--- src/rtl/oam_dma_engine.sv ---
// OAM DMA engine: a write to 0xFF46 copies NUM_BYTES bytes from page {SRC,8'h00}
// into OAM at 0xFE00, one read phase plus one write cycle per byte.
module oam_dma_engine #(
  parameter int NUM_BYTES   = 160,
  parameter int RD_LAT      = 1,
  parameter int START_DELAY = 1
) (
  input  logic        clk,
  input  logic        rst,
  input  logic [15:0] reg_addr_select,
  input  logic [7:0]  reg_write_value,
  input  logic        reg_write_enable,
  output logic [7:0]  reg_read_out,
  output logic [15:0] dma_addr_select,
  output logic [7:0]  dma_write_value,
  output logic        dma_write_enable,
  input  logic [7:0]  dma_read_out,
  output logic        busy,
  output logic        done
);

  localparam logic [1:0]  S_IDLE   = 2'd0;
  localparam logic [1:0]  S_DELAY  = 2'd1;
  localparam logic [1:0]  S_READ   = 2'd2;
  localparam logic [1:0]  S_WRITE  = 2'd3;
  localparam logic [1:0]  S_START  = (START_DELAY > 0) ? S_DELAY : S_READ;

  localparam logic [7:0]  LAST_IDX  = 8'(NUM_BYTES - 1);
  localparam logic [15:0] DLY_LAST  = 16'((START_DELAY > 0) ? (START_DELAY - 1) : 0);
  localparam logic [15:0] RD_LAST   = 16'(RD_LAT);
  localparam logic [15:0] DMA_REG   = 16'hFF46;
  localparam logic [15:0] IDLE_ADDR = 16'hFFFF;
  localparam logic [15:0] OAM_BASE  = 16'hFE00;

  logic [1:0]  r_state;
  logic [7:0]  r_src;
  logic [7:0]  r_idx;
  logic [7:0]  r_data;
  logic [15:0] r_cnt;
  logic        r_done;

  logic        w_trigger;
  logic [7:0]  w_eff_hi;
  logic [15:0] w_src_addr;
  logic [15:0] w_dst_addr;

  assign w_trigger  = reg_write_enable && (reg_addr_select == DMA_REG);
  // Echo/shadow pages E0..FF fold back onto C0..DF.
  assign w_eff_hi   = (r_src < 8'hE0) ? r_src : (r_src - 8'h20);
  assign w_src_addr = {w_eff_hi, r_idx};
  assign w_dst_addr = OAM_BASE + {8'h00, r_idx};

  // Transfer sequencer; a trigger always restarts from byte 0, even mid-transfer.
  always_ff @(posedge clk or negedge rst) begin
    if (!rst) begin
      r_state <= S_IDLE;
      r_src   <= 8'hFF;
      r_idx   <= 8'h00;
      r_data  <= 8'h00;
      r_cnt   <= 16'h0000;
      r_done  <= 1'b0;
    end else begin
      r_done <= 1'b0;
      if (w_trigger) begin
        r_src   <= reg_write_value;
        r_idx   <= 8'h00;
        r_cnt   <= 16'h0000;
        r_state <= S_START;
      end else begin
        case (r_state)
          S_IDLE: begin
            r_cnt <= 16'h0000;
          end
          S_DELAY: begin
            if (r_cnt == DLY_LAST) begin
              r_cnt   <= 16'h0000;
              r_state <= S_READ;
            end else begin
              r_cnt <= r_cnt + 16'h0001;
            end
          end
          S_READ: begin
            if (r_cnt == RD_LAST) begin
              r_cnt   <= 16'h0000;
              r_data  <= dma_read_out;
              r_state <= S_WRITE;
            end else begin
              r_cnt <= r_cnt + 16'h0001;
            end
          end
          S_WRITE: begin
            if (r_idx == LAST_IDX) begin
              r_idx   <= 8'h00;
              r_done  <= 1'b1;
              r_state <= S_IDLE;
            end else begin
              r_idx   <= r_idx + 8'h01;
              r_state <= S_READ;
            end
          end
          default: begin
            r_state <= S_IDLE;
          end
        endcase
      end
    end
  end

  // Bus outputs decoded from registered state; a coincident trigger cancels the write.
  always_comb begin
    dma_addr_select  = IDLE_ADDR;
    dma_write_value  = 8'h00;
    dma_write_enable = 1'b0;
    case (r_state)
      S_READ: begin
        dma_addr_select = w_src_addr;
      end
      S_WRITE: begin
        dma_addr_select  = w_dst_addr;
        dma_write_value  = r_data;
        dma_write_enable = !w_trigger;
      end
      default: begin
        dma_addr_select = IDLE_ADDR;
      end
    endcase
  end

  // MMIO readback of the source register.
  always_comb begin
    if (reg_addr_select == DMA_REG) begin
      reg_read_out = r_src;
    end else begin
      reg_read_out = 8'hFF;
    end
  end

  assign busy = (r_state != S_IDLE);
  assign done = r_done;

endmodule

--- config.mk ---
export PLATFORM = sky130hd
export DESIGN_NAME = oam_dma_engine
export DESIGN_NICKNAME = d
export VERILOG_FILES = /design/src/rtl/oam_dma_engine.sv
export SDC_FILE = /design/constraint.sdc
export NUM_CORES = 1
export LEC_CHECK = 0
export ABC_AREA = 1
export BUFFER_PORTS_ARGS = -buffer_cell sky130_fd_sc_hd__buf_4
export CAP_MARGIN = 10
export CORE_MARGIN = 2
export CORE_UTILIZATION = 52
export CTS_CLUSTER_DIAMETER = 40
export DETAILED_ROUTE_END_ITERATION = 8
export HOLD_SLACK_MARGIN = 0.05
export PLACE_DENSITY_LB_ADDON = 0.3
export SLEW_MARGIN = 20
export SYNTH_ARGS = -nofsm -noshare
export SYNTH_HDL_FRONTEND = slang
export SYNTH_SLANG_ARGS = --single-unit
--- constraint.sdc ---
create_clock -name clk -period 5.2 [get_ports clk]
set_clock_uncertainty 0.05 [all_clocks]
set_input_delay 0.52 -clock clk [delete_from_list [all_inputs] [get_ports clk]]
set_output_delay 0.52 -clock clk [all_outputs]
set_load 0.02 [all_outputs]
Word-level counts from Yosys, hierarchy flattened
Index checks and enable logic that the tools add are counted.
- add/sub/neg operators: 4
- magnitude comparators: 1
- equal/unequal tests: 8
- mux-type cells: 20
- bitwise operators: 1
- reduce and logical (&&, ||, !) cells: 10
- operators with widths (cell ; number):
    two-way mux 16 bit ; 3
    two-way mux 8 bit ; 6
    one-hot mux 16 bit (3 select lines) ; 1
    one-hot mux 16 bit (2 select lines) ; 1
    adder 16 x 1 -> 16 bit (second input constant) ; 1
    equality test 16 x 1 -> 1 bit (second input constant) ; 1
    equality test 16 bit (second input constant) ; 1
    zero test 16 bit ; 1
    adder 10 x 9 -> 11 bit (first input constant) ; 1
    adder 8 x 1 -> 8 bit (second input constant) ; 1
    equality test 8 bit (second input constant) ; 1
    less-than comparator 8 bit (second input constant) ; 1
    two-way mux 2 bit ; 4
    nonzero test 4 bit ; 2
    subtractor 8 x 6 -> 8 bit (second input constant) ; 1
    inequality test 3 bit (second input constant) ; 2
    one-hot mux 2 bit (3 select lines) ; 1
    AND reduction 3 bit ; 2
    equality test 2 bit (second input constant) ; 2
    two-way mux 1 bit ; 4
    nonzero test 2 bit ; 2
    equality test 2 x 1 -> 1 bit (second input constant) ; 1
    zero test 2 bit ; 1
    logical AND 1 bit ; 1
    other kinds (2) ; 2
- bits in registers: 43

Depth between registers and ports, before layout
Gate-level depths: netlist (run 1).
- word-level depth: 4
- gate-level depth with buffers: 10

Least setup slack after synthesis (run 1)
Ideal clock, no wire load.
- path kind: register to output
- start point: register r_state[0]
- end point: output dma_addr_select[14]
- data arrival time: 1.513 ns
- required time: 4.630 ns
- path slack: 3.117 ns
- stages on the path, launching flop included: 8
- buffers on the path: 2
- cells stage by stage: dfrtp_1 -> inv_1 -> ha_1 -> buf_2 -> inv_2 -> buf_2 -> nor2_2 -> o211ai_1
- cells in the longest elaborated chain, start to end: 2
- elaborated cells between the ends (all ways): 3
- classes of those cells: eq/ne (2); mux (1)
- ends and longest elaborated chain (what ; line ; source):
    start, declared ; 35 ; logic [1:0] r_state;
    start signal, assigned ; 56 ; r_state <= S_IDLE;
    start signal, assigned ; 68 ; r_state <= S_START;
    start signal, assigned ; 77 ; r_state <= S_READ;
    equality test 2 bit ; 114 ; case (r_state)
    one-hot mux 16 bit (2 select lines) (*) ; 114 ;
    end, declared ; 14 ; output logic [15:0] dma_addr_select,
Every way passes the cells marked *; elsewhere a longest branch is shown, timed or not.

Worst setup path in the final report (run 1)
- start point: register r_state[1]
- end point: output dma_addr_select[15]
Same word-level chain as after synthesis.

==> results of run 1 <==
[worst max-delay path: stages (launching register included)]
cell	delay [ns]
dfrtp_1	0.53
ha_1	0.55
inv_2	0.23
nor2_2	0.29
o211ai_1	0.15
buf_4	0.18
[kinds of logic (layout without fill, tap and decap cells)]
kind of cell               after synthesis  after routing  share of synthesized area
and+or+nand+nor                        220            220                      0.353
buffers and inverters                   74            137                      0.107
AOI/OAI and AO/OA                       47             47                      0.105
DFF                                     43             43                      0.368
xor gates and xnor gates                10             10                     0.0296
adders and majority gates                9              9                     0.0381
[stage by stage]
stage,util,std cells,area (um2)
global placement,0.630,530,3470
CTS,0.649,538,3570
finish,0.649,538,3570
global route,0.649,538,3570
detailed placement,0.630,530,3470
floorplan,-,403,2950
[synth_stat cells]
master	n
nand2_1	117
o21ai_2	9
ha_1	9
o22ai_1	3
nand3_1	41
buf_4	3
o21ai_0	16
a21oi_1	8
xor2_1	10
nor3_2	1
a21oi_2	1
or2_2	1
nand3_2	1
o21ai_1	2
inv_1	53
nor2_4	5
buf_6	3
buf_2	4
nand3_4	1
nand2_2	11
nor2_1	20
nor2_2	5
nor3_1	4
o21a_1	1
nand2_4	1
inv_2	5
nand4_4	1
nand3b_1	1
o2111ai_1	1
nand4_1	10
o21bai_2	3
clkbuf_1	4
clkinv_1	2
o211ai_1	2
dfstp_2	8
o31ai_1	1
dfrtp_1	35
[metal layers]
layer	vias up	track usage
met2	88	0.392
met3	9	0.0566
li1	1403	-
met1	1248	0.305
met4	0	0.0897
met5	-	0
[registers in the layout, indices dropped and copies added, names as in the netlist]
signal and flops:
r_idx 8, r_data 8, r_cnt 16, r_state 2
done 1, r_src 8
[where the power goes]
| group | total, mW | switching [mW] | internal, mW |
|---|---|---|---|
| combinational | 0.612 | 0.389 | 0.223 |
| sequential | 0.450 | 0.0525 | 0.397 |
| clock | 0.238 | 0.118 | 0.121 |
[how the worst max path moves through the flow]
| stage | from | end | slack (ns) | cells after the start |
|---|---|---|---|---|
| 2_1_floorplan | r_state[0] | dma_addr_select[14] | 3.12 | 7 |
| 3_3_place_gp | r_state[1] | dma_addr_select[14] | 2.78 | 5 |
| 3_5_place_dp | r_state[1] | dma_addr_select[15] | 2.75 | 5 |
| 4_1_cts | r_state[1] | dma_addr_select[15] | 2.40 | 5 |
| 5_1_grt | r_state[1] | dma_addr_select[15] | 2.22 | 5 |
| 6_report | r_state[1] | dma_addr_select[15] | 2.39 | 5 |
[cell type report]
| type | count | area [um2] | area share |
|---|---|---|---|
| Clock buffer | 7 | 96.3 | 0.0270 |
| Clock inverter | 1 | 7.51 | 0.00210 |
| Inverter | 60 | 225 | 0.0630 |
| Multi-Input combinational cell | 286 | 1550 | 0.434 |
| Sequential cell | 43 | 1090 | 0.304 |
| Tap cell | 72 | 90.1 | 0.0252 |
| Timing Repair Buffer | 69 | 518 | 0.145 |
==> results.yml, run 1 <==
status:
  outcome: "finished, final reports clean"
timing:
  fin_crit_ns: 2.81
  fin_setup_tns_ns: 0
  period_share: 0.539
  worst_slew_pin_slew_ns: 0.620
  maxSlewViolCount: 0
  worst_slack_ns: 2.39
  finalSetupViolCount: 0
  worst_hold_slack_ns: 0.149
  rsz0062_at_grt: "no"
  hold_violations: 0
  clock.fmax_mhz: 356
  maxSlewHeadroom: 0.587
power_and_ir_drop:
  powerDensity_nw_per_um2: 364
  ir_worst_vdd_mv: 0.264
  p_leak_nw: 1.90
  power_mw: 1.30
cts:
  cts_tree: "built"
  h-tree-depth: 2
  cts_setup_buffers: 0
  cts_sinks: 43
  clk_latency_ns: 0.30
  path_clk_slew_ns: 0.08
  cts_hold_buf: 0
  cts_resized: 0
  numCtsBuffers: 5
  clk_path_buf_depth: 2
  cts-root-buf: "clkbuf_8"
detailed_routing:
  met1_length_mm: 3.04
  dr.pass1.iters: 4
  wl_met3_um: 487
  detail_route.wl_per_cell_um: 12.9
  routed_wl_mm: 6.92
  wl_met2_mm: 3.30
  highest_layer: "met4"
  drc: 0
  ant_nets: 0
  drt_iter0_markers: 195
  viasPerCell: 5.11
  routed-via-count: 2748
setup_path:
  critPathKind: "reg -> out"
  cp.arrival_ns: 2.24
  critPathMaxFanout: 12
  r2r-start: "r_state[1]"
  start_kind: "flip-flop"
  reg2regPathDepth: 8
  r2r_slack_ns: 3.11
  worst_setup_path_end_kind: "primary output"
  reg2reg_to: "r_state[1]"
  required_ns: 4.63
layout:
  nets: 509
  layout_commonest_cell: "nand2_1"
  area_growth_pct: 21.0
  drive_gt1_frac: 0.279
  num_antenna_cells: 0
  final_cell_mix: "nand2_1 (117), buf_4 (69), inv_1 (53)"
  nFillCells: 483
floorplanning:
  rows: 27
  num_io_pins: 70
  dieHeight_um: 79.4
  die_w_um: 79.4
  start_util: 0.536
  die_area_um2: 6300
  coreArea_um2: 5510
synthesis:
  syn_area_um2: 2950
  yosys.area.top_type_share: 0.296
  syn_nets: 447
  synth.avg_cell_area_um2: 7.33
  synth_area_leaders: "dfrtp_1 (30%), nand2_1 (15%), dfstp_2 (7.1%)"
  synth_cell_types: 37
  ys_ff_latch: 43
  yosysSeqAreaShare: 0.368
  netlist_instances: 403
  synth_top_area_cell: "dfrtp_1"
  yosysWarnings: 0
place:
  pre_cts_ws_ns: 2.75
  dpl.hpwl_mm: 5.15
  gp_congestion: 0.900
  io_buffers: 69
run:
  cap_viol_max_count: 0
global_route:
  track_usage: 0.239
  grt_overflow_total: 0
  grt_pass1_vias: 2673
  antenna_found_initial: 0
  grt_max_degree: 44
  grt_pass1_wl_mm: 11.9
min_path:
  hold_path_class: "in -> async"
(Power assumes the default switching activity.)
==> inputs of run 2 (changes only) <==
Settings changed: ABC_AREA 1 to 0.
Clock period 5.2 ns to 2.6 ns, I/O delays scaled along.
==> results.yml, run 2 <==
synthesis:
  yosysSeqAreaShare: 0.436
  synth_top_cells_by_count: "nand2_1 (39), dfrtp_1 (35), nor2_1 (22)"
  ys_ff_latch: 43
  synth-edff-count: 0
  syn_area_um2: 2490
  synth_most_common_cell: "nand2_1"
  yosys.area.top_type_share: 0.351
  netlist_instances: 274
  synth_top_area_cell: "dfrtp_1"
  synth_cell_types: 50
  syn_nets: 318
  synth_area_leaders: "dfrtp_1 (35%), dfstp_2 (8.4%), nand2_1 (5.9%)"
  yosysWarnings: 0
  synth_flop_cell: "dfrtp_1"
  ys_async_sr_fraction: 1.00
  synth.avg_cell_area_um2: 9.10
timing:
  finalSetupViolCount: 0
  fin_crit_ns: 2.35
  worst_hold_slack_ns: 0.0923
  hold_violations: 0
  clock.fmax_mhz: 426
  worst_slack_ns: 0.251
  maxSlewViolCount: 0
  period_share: 0.903
  worst_slew_pin_slew_ns: 0.563
  maxSlewHeadroom: 0.622
  fin_setup_tns_ns: 0
  rsz0062_at_grt: "no"
layout:
  drive_gt1_frac: 0.310
  layout_commonest_cell: "buf_4"
  design_area_um2: 3190
  final_cells: 402
  final_cell_mix: "buf_4 (78), nand2_1 (39), dfrtp_1 (35)"
  postLayoutCoreUtil: 0.685
  area_growth_pct: 28.0
  regMostFlops: "r_cnt"
  largest_reg_flops: 16
  num_antenna_cells: 0
  nets: 391
detailed_routing:
  drt_iter0_markers: 85
  routed_wl_mm: 5.73
  dr.pass1.iters: 5
  detail_route.wl_per_cell_um: 14.2
  viasPerCell: 5.51
  drc: 0
  ant_nets: 0
  routed-via-count: 2214
cts:
  cts-root-buf: "clkbuf_8"
  clk_path_buf_depth: 2
  numCtsBuffers: 5
  h-tree-depth: 2
  cts_tree: "built"
  path_clk_slew_ns: 0.09
  clk_latency_ns: 0.31
  cts_sinks: 43
  cts_setup_buffers: 0
floorplanning:
  coreArea_um2: 4660
  die_w_um: 73.2
  num_io_pins: 70
  die_area_um2: 5360
  start_util: 0.535
  dieHeight_um: 73.2
  rows: 25
min_path:
  min_path_cells: 3
  min-delay-start: "reg_write_value[3]"
  hold_path_class: "in -> reg"
  worst_hold_path.endpoint: "r_src[3]"
power_and_ir_drop:
  swShare: 0.248
  ir_worst_vdd_mv: 0.382
  p_leak_nw: 1.42
  clockPowerShare: 0.335
  power_switching_mw: 0.310
  pwr-share-comb: 0.080
  power_mw: 1.25
  pwr-share-seq: 0.586
  powerDensity_nw_per_um2: 392
  intPower_mw: 0.942
place:
  dp_cells: 393
  gp_congestion: 0.874
  io_buffers: 69
  dpl_cell_area_um2: 3090
  dpl.hpwl_mm: 4.26
  pre_cts_ws_ns: 0.215
global_route:
  grt_pass1_vias: 2123
  track_usage: 0.230
  grt_pass1_wl_mm: 9.53
  antenna_found_initial: 0
  grt_overflow_total: 0
  grt_max_degree: 44
setup_path:
  path_cells: "inv_1 > ha_1 > inv_1 > a41oi_1 > o21a_2 > or4b_1 > a31oi_1"
  r2r_slack_ns: 0.25
  crit_top_cell: "inv_1"
  cp.arrival_ns: 2.52
  max_stage_delay_ns: 0.53
  worst_setup_path_end_kind: "flip-flop"
  r2r-start: "r_state[1]"
  critPathMaxFanout: 12
  critPathKind: "reg -> reg"
  reg2reg_to: "r_cnt[8]"
  required_ns: 2.77
  reg2regPathDepth: 7
  worst_path_max_delay_cell: "dfrtp_1"
  start_kind: "flip-flop"
status:
  outcome: "finished, final reports clean"
run:
  cap_viol_max_count: 0
-- run 2: changes by cell type in the layout (fill, tap and decap cells not counted), moves of 7 or more --
cell / delta
and2_1: +9
buf_4: +9
inv_1: -41
mux2_2: +8
nand2_1: -78
nand2_2: -10
nand2b_1: +14
nand3_1: -30
o21ai_0: -10
o21ai_2: -9
or3_1: +7
-- run 2: area by class of cell --
cell class                      count  area [um2]
Timing Repair Buffer               79         596
Clock inverter                      2        12.5
Fill cell                         383        1470
Clock buffer                        6        72.6
Inverter                           12        45.0
Multi-Input combinational cell    206        1310
Tap cell                           54        67.6
Sequential cell                    43        1090
-- run 2: worst max-delay path, delay by kind of cell (launching register included) --
| family | cells | cell delay, ns |
|---|---|---|
| AOI/OAI and AO/OA | 3 | 0.79 |
| DFF | 1 | 0.53 |
| and+or+nand+nor | 1 | 0.45 |
| buffers and inverters | 2 | 0.22 |
| adders and majority gates | 1 | 0.21 |
-- run 2: how the worst max path moves through the flow --
stage	start	end	cells past startpoint
floorplan	reg_addr_select[5]	dma_write_enable	6
global placement	r_state[1]	r_cnt[8]	7
detailed placement	r_state[1]	r_cnt[8]	7
CTS	r_state[1]	r_cnt[8]	7
global route	r_state[1]	r_cnt[8]	7
finish	r_state[1]	r_cnt[8]	7
-- run 2: power by group through the flow --
| stage | registers, mW | clock network [mW] | logic (mW) |
|---|---|---|---|
| after global routing | 0.737 | 0.460 | 0.110 |
| after detailed placement | 0.745 | 0 | 0.100 |
| after floorplan | 0.734 | 0 | 0.0430 |
| after CTS | 0.733 | 0.436 | 0.102 |
| final | 0.734 | 0.419 | 0.0996 |
| after global placement | 0.744 | 0 | 0.0965 |
-- run 2: cells by family (layout without fill, tap and decap cells) --
group | after synthesis | after routing | share of synthesized area
compound gates | 36 | 36 | 0.0934
flops | 43 | 43 | 0.436
xor+xnor | 9 | 9 | 0.0316
simple gates | 141 | 141 | 0.307
buf+inv | 25 | 99 | 0.0387
fa+ha+maj | 9 | 9 | 0.0452
mux | 11 | 11 | 0.0482
-- run 2: routing by layer --
| metal | share of wire | wire length (um) | track usage |
|---|---|---|---|
| met4 | 0.016 | 93 | 0.0844 |
| met5 | 0 | 0 | 0 |
| met2 | 0.48 | 2730 | 0.370 |
| met3 | 0.045 | 259 | 0.0470 |
| met1 | 0.46 | 2640 | 0.305 |
-- run 2: what timing repair did --
| action | 4_1_cts | 5_1_grt |
|---|---|---|
| hold endpoints to repair | 35 | 0 |
| hold buffers | 1 | 0 |
| endpoints found under the setup margin | 0 | 1 |
| gates resized for setup | 0 | 1 |
==> inputs of run 3 (changes only) <==
Settings changed: ABC_AREA 0 to 1.
==> results.yml, run 3 (synthesis results as in run 1) <==
layout:
  regMostFlops: "r_cnt"
  nFillCells: 475
  layout_commonest_cell: "nand2_1"
  drive_gt1_frac: 0.280
  regArea_um2: 1090
  final_cell_mix: "nand2_1 (117), buf_4 (70), inv_1 (53)"
  area_growth_pct: 22.2
  num_antenna_cells: 0
  multi_input_comb_area_um2: 1550
  nets: 511
  largest_reg_flops: 16
detailed_routing:
  drc: 0
  drt_iter0_markers: 222
  routed_wl_mm: 6.91
  viasPerCell: 5.12
  ant_nets: 0
  dr.pass1.iters: 4
  routed-via-count: 2765
  detail_route.wl_per_cell_um: 12.8
setup_path:
  critPathMaxFanout: 17
  critPathBufInv: 1
  path_cells: "ha_1 > nor2_2 > o211ai_1 > buf_4"
  reg2regPathDepth: 7
  worst_setup_path_end_kind: "primary output"
  critPathKind: "reg -> out"
  worst_path_max_delay_cell: "ha_1"
  reg2reg_to: "r_state[0]"
  cp.arrival_ns: 2.00
  cpLargestDelayFamily: "adder cells"
  start_kind: "flip-flop"
  required_ns: 2.29
  crit_path_start: "r_state[1]"
  r2r-start: "r_state[1]"
  max_stage_delay_ns: 0.63
  r2r_slack_ns: 0.56
cts:
  path_clk_slew_ns: 0.09
  clk_path_buf_depth: 2
  numCtsBuffers: 5
  clk_latency_ns: 0.30
  cts_setup_buffers: 0
  h-tree-depth: 2
  cts_tree: "built"
  cts-root-buf: "clkbuf_8"
  cts_sinks: 43
global_route:
  track_usage: 0.235
  antenna_found_initial: 0
  grt_pass1_vias: 2663
  grt_pass1_wl_mm: 11.8
  grt_overflow_total: 0
  grt_max_degree: 44
power_and_ir_drop:
  power_switching_mw: 1.13
  ir_worst_vdd_mv: 0.494
  intPower_mw: 1.57
  pwr-share-seq: 0.333
  p_leak_nw: 1.92
  swShare: 0.420
  powerDensity_nw_per_um2: 747
  pwr-share-comb: 0.460
  clockPowerShare: 0.207
min_path:
  hold_path_class: "in -> reg"
  min-delay-start: "reg_write_value[4]"
  min_path_cells: 3
  worst_hold_path.endpoint: "r_src[4]"
floorplanning:
  die_w_um: 79.4
  rows: 27
  coreArea_um2: 5510
  num_io_pins: 70
  start_util: 0.536
  die_area_um2: 6300
  dieHeight_um: 79.4
timing:
  maxSlewHeadroom: 0.590
  period_share: 0.887
  maxSlewViolCount: 0
  fin_crit_ns: 2.31
  clock.fmax_mhz: 434
  fin_setup_tns_ns: 0
  finalSetupViolCount: 0
  hold_violations: 0
  worst_slew_pin_slew_ns: 0.616
  rsz0062_at_grt: "no"
  worst_hold_slack_ns: 0.108
status:
  outcome: "finished, final reports clean"
run:
  cap_viol_max_count: 0
place:
  dpl.hpwl_mm: 5.14
  gp_congestion: 0.872
  io_buffers: 69
[run 3: worst max path at each step]
stage | to | slack [ns] | depth (start not counted)
6_report | dma_addr_select[14] | 0.29 | 4
5_1_grt | dma_addr_select[14] | 0.19 | 4
4_1_cts | dma_addr_select[14] | 0.32 | 4
3_5_place_dp | dma_addr_select[14] | 0.64 | 4
3_3_place_gp | r_state[1] | 0.67 | 8
2_1_floorplan | dma_addr_select[14] | 0.78 | 7
[run 3: layout make-up]
class / instances / area share
inverter: 60 / 0.0624
sequential: 43 / 0.301
clock inverter: 2 / 0.0107
multi-input combinational: 286 / 0.430
timing repair buffer: 71 / 0.148
clock buffer: 6 / 0.0229
tap: 72 / 0.0250
[run 3: stage by stage]
stage	total power [mW]	worst slack, ns	std cells	utilization	cell area [um2]
final	2.70	0.293	540	0.656	3610
after global routing	2.88	0.186	540	0.656	3610
after CTS	2.71	0.316	540	0.656	3610
after detailed placement	2.15	0.639	531	0.632	3480
after global placement	2.12	0.671	531	0.632	3480
after floorplan	1.77	0.777	403	-	2950
[run 3: worst reg2reg max path, cell delays in order, from the launching register on]
cell and delay [ns]:
dfrtp_1 0.51, inv_1 0.17, ha_1 0.38, clkinv_1 0.32, nand3_1 0.22, nand3_2 0.11, nand2_1 0.08, nand3_1 0.06
[run 3: power groups by stage]
stage	Sequential [mW]	Combinational (mW)	Clock, mW
after floorplan	0.882	0.889	0
after global routing	0.917	1.36	0.598
after CTS	0.898	1.24	0.567
final	0.898	1.24	0.559
after detailed placement	0.909	1.24	0
after global placement	0.907	1.21	0
[run 3: layer usage]
metal	global-route usage	wire length [um]	vias to the layer above
met3	0.0566	461	7
li1	-	-	1397
met2	0.395	3270	80
met1	0.304	3110	1281
met5	0	0	-
met4	0.0638	70	0
[run 3: repair_timing]
item,4_1_cts,5_1_grt
hold buffers,1,0
hold endpoints to repair,35,0
gates resized for setup,0,0
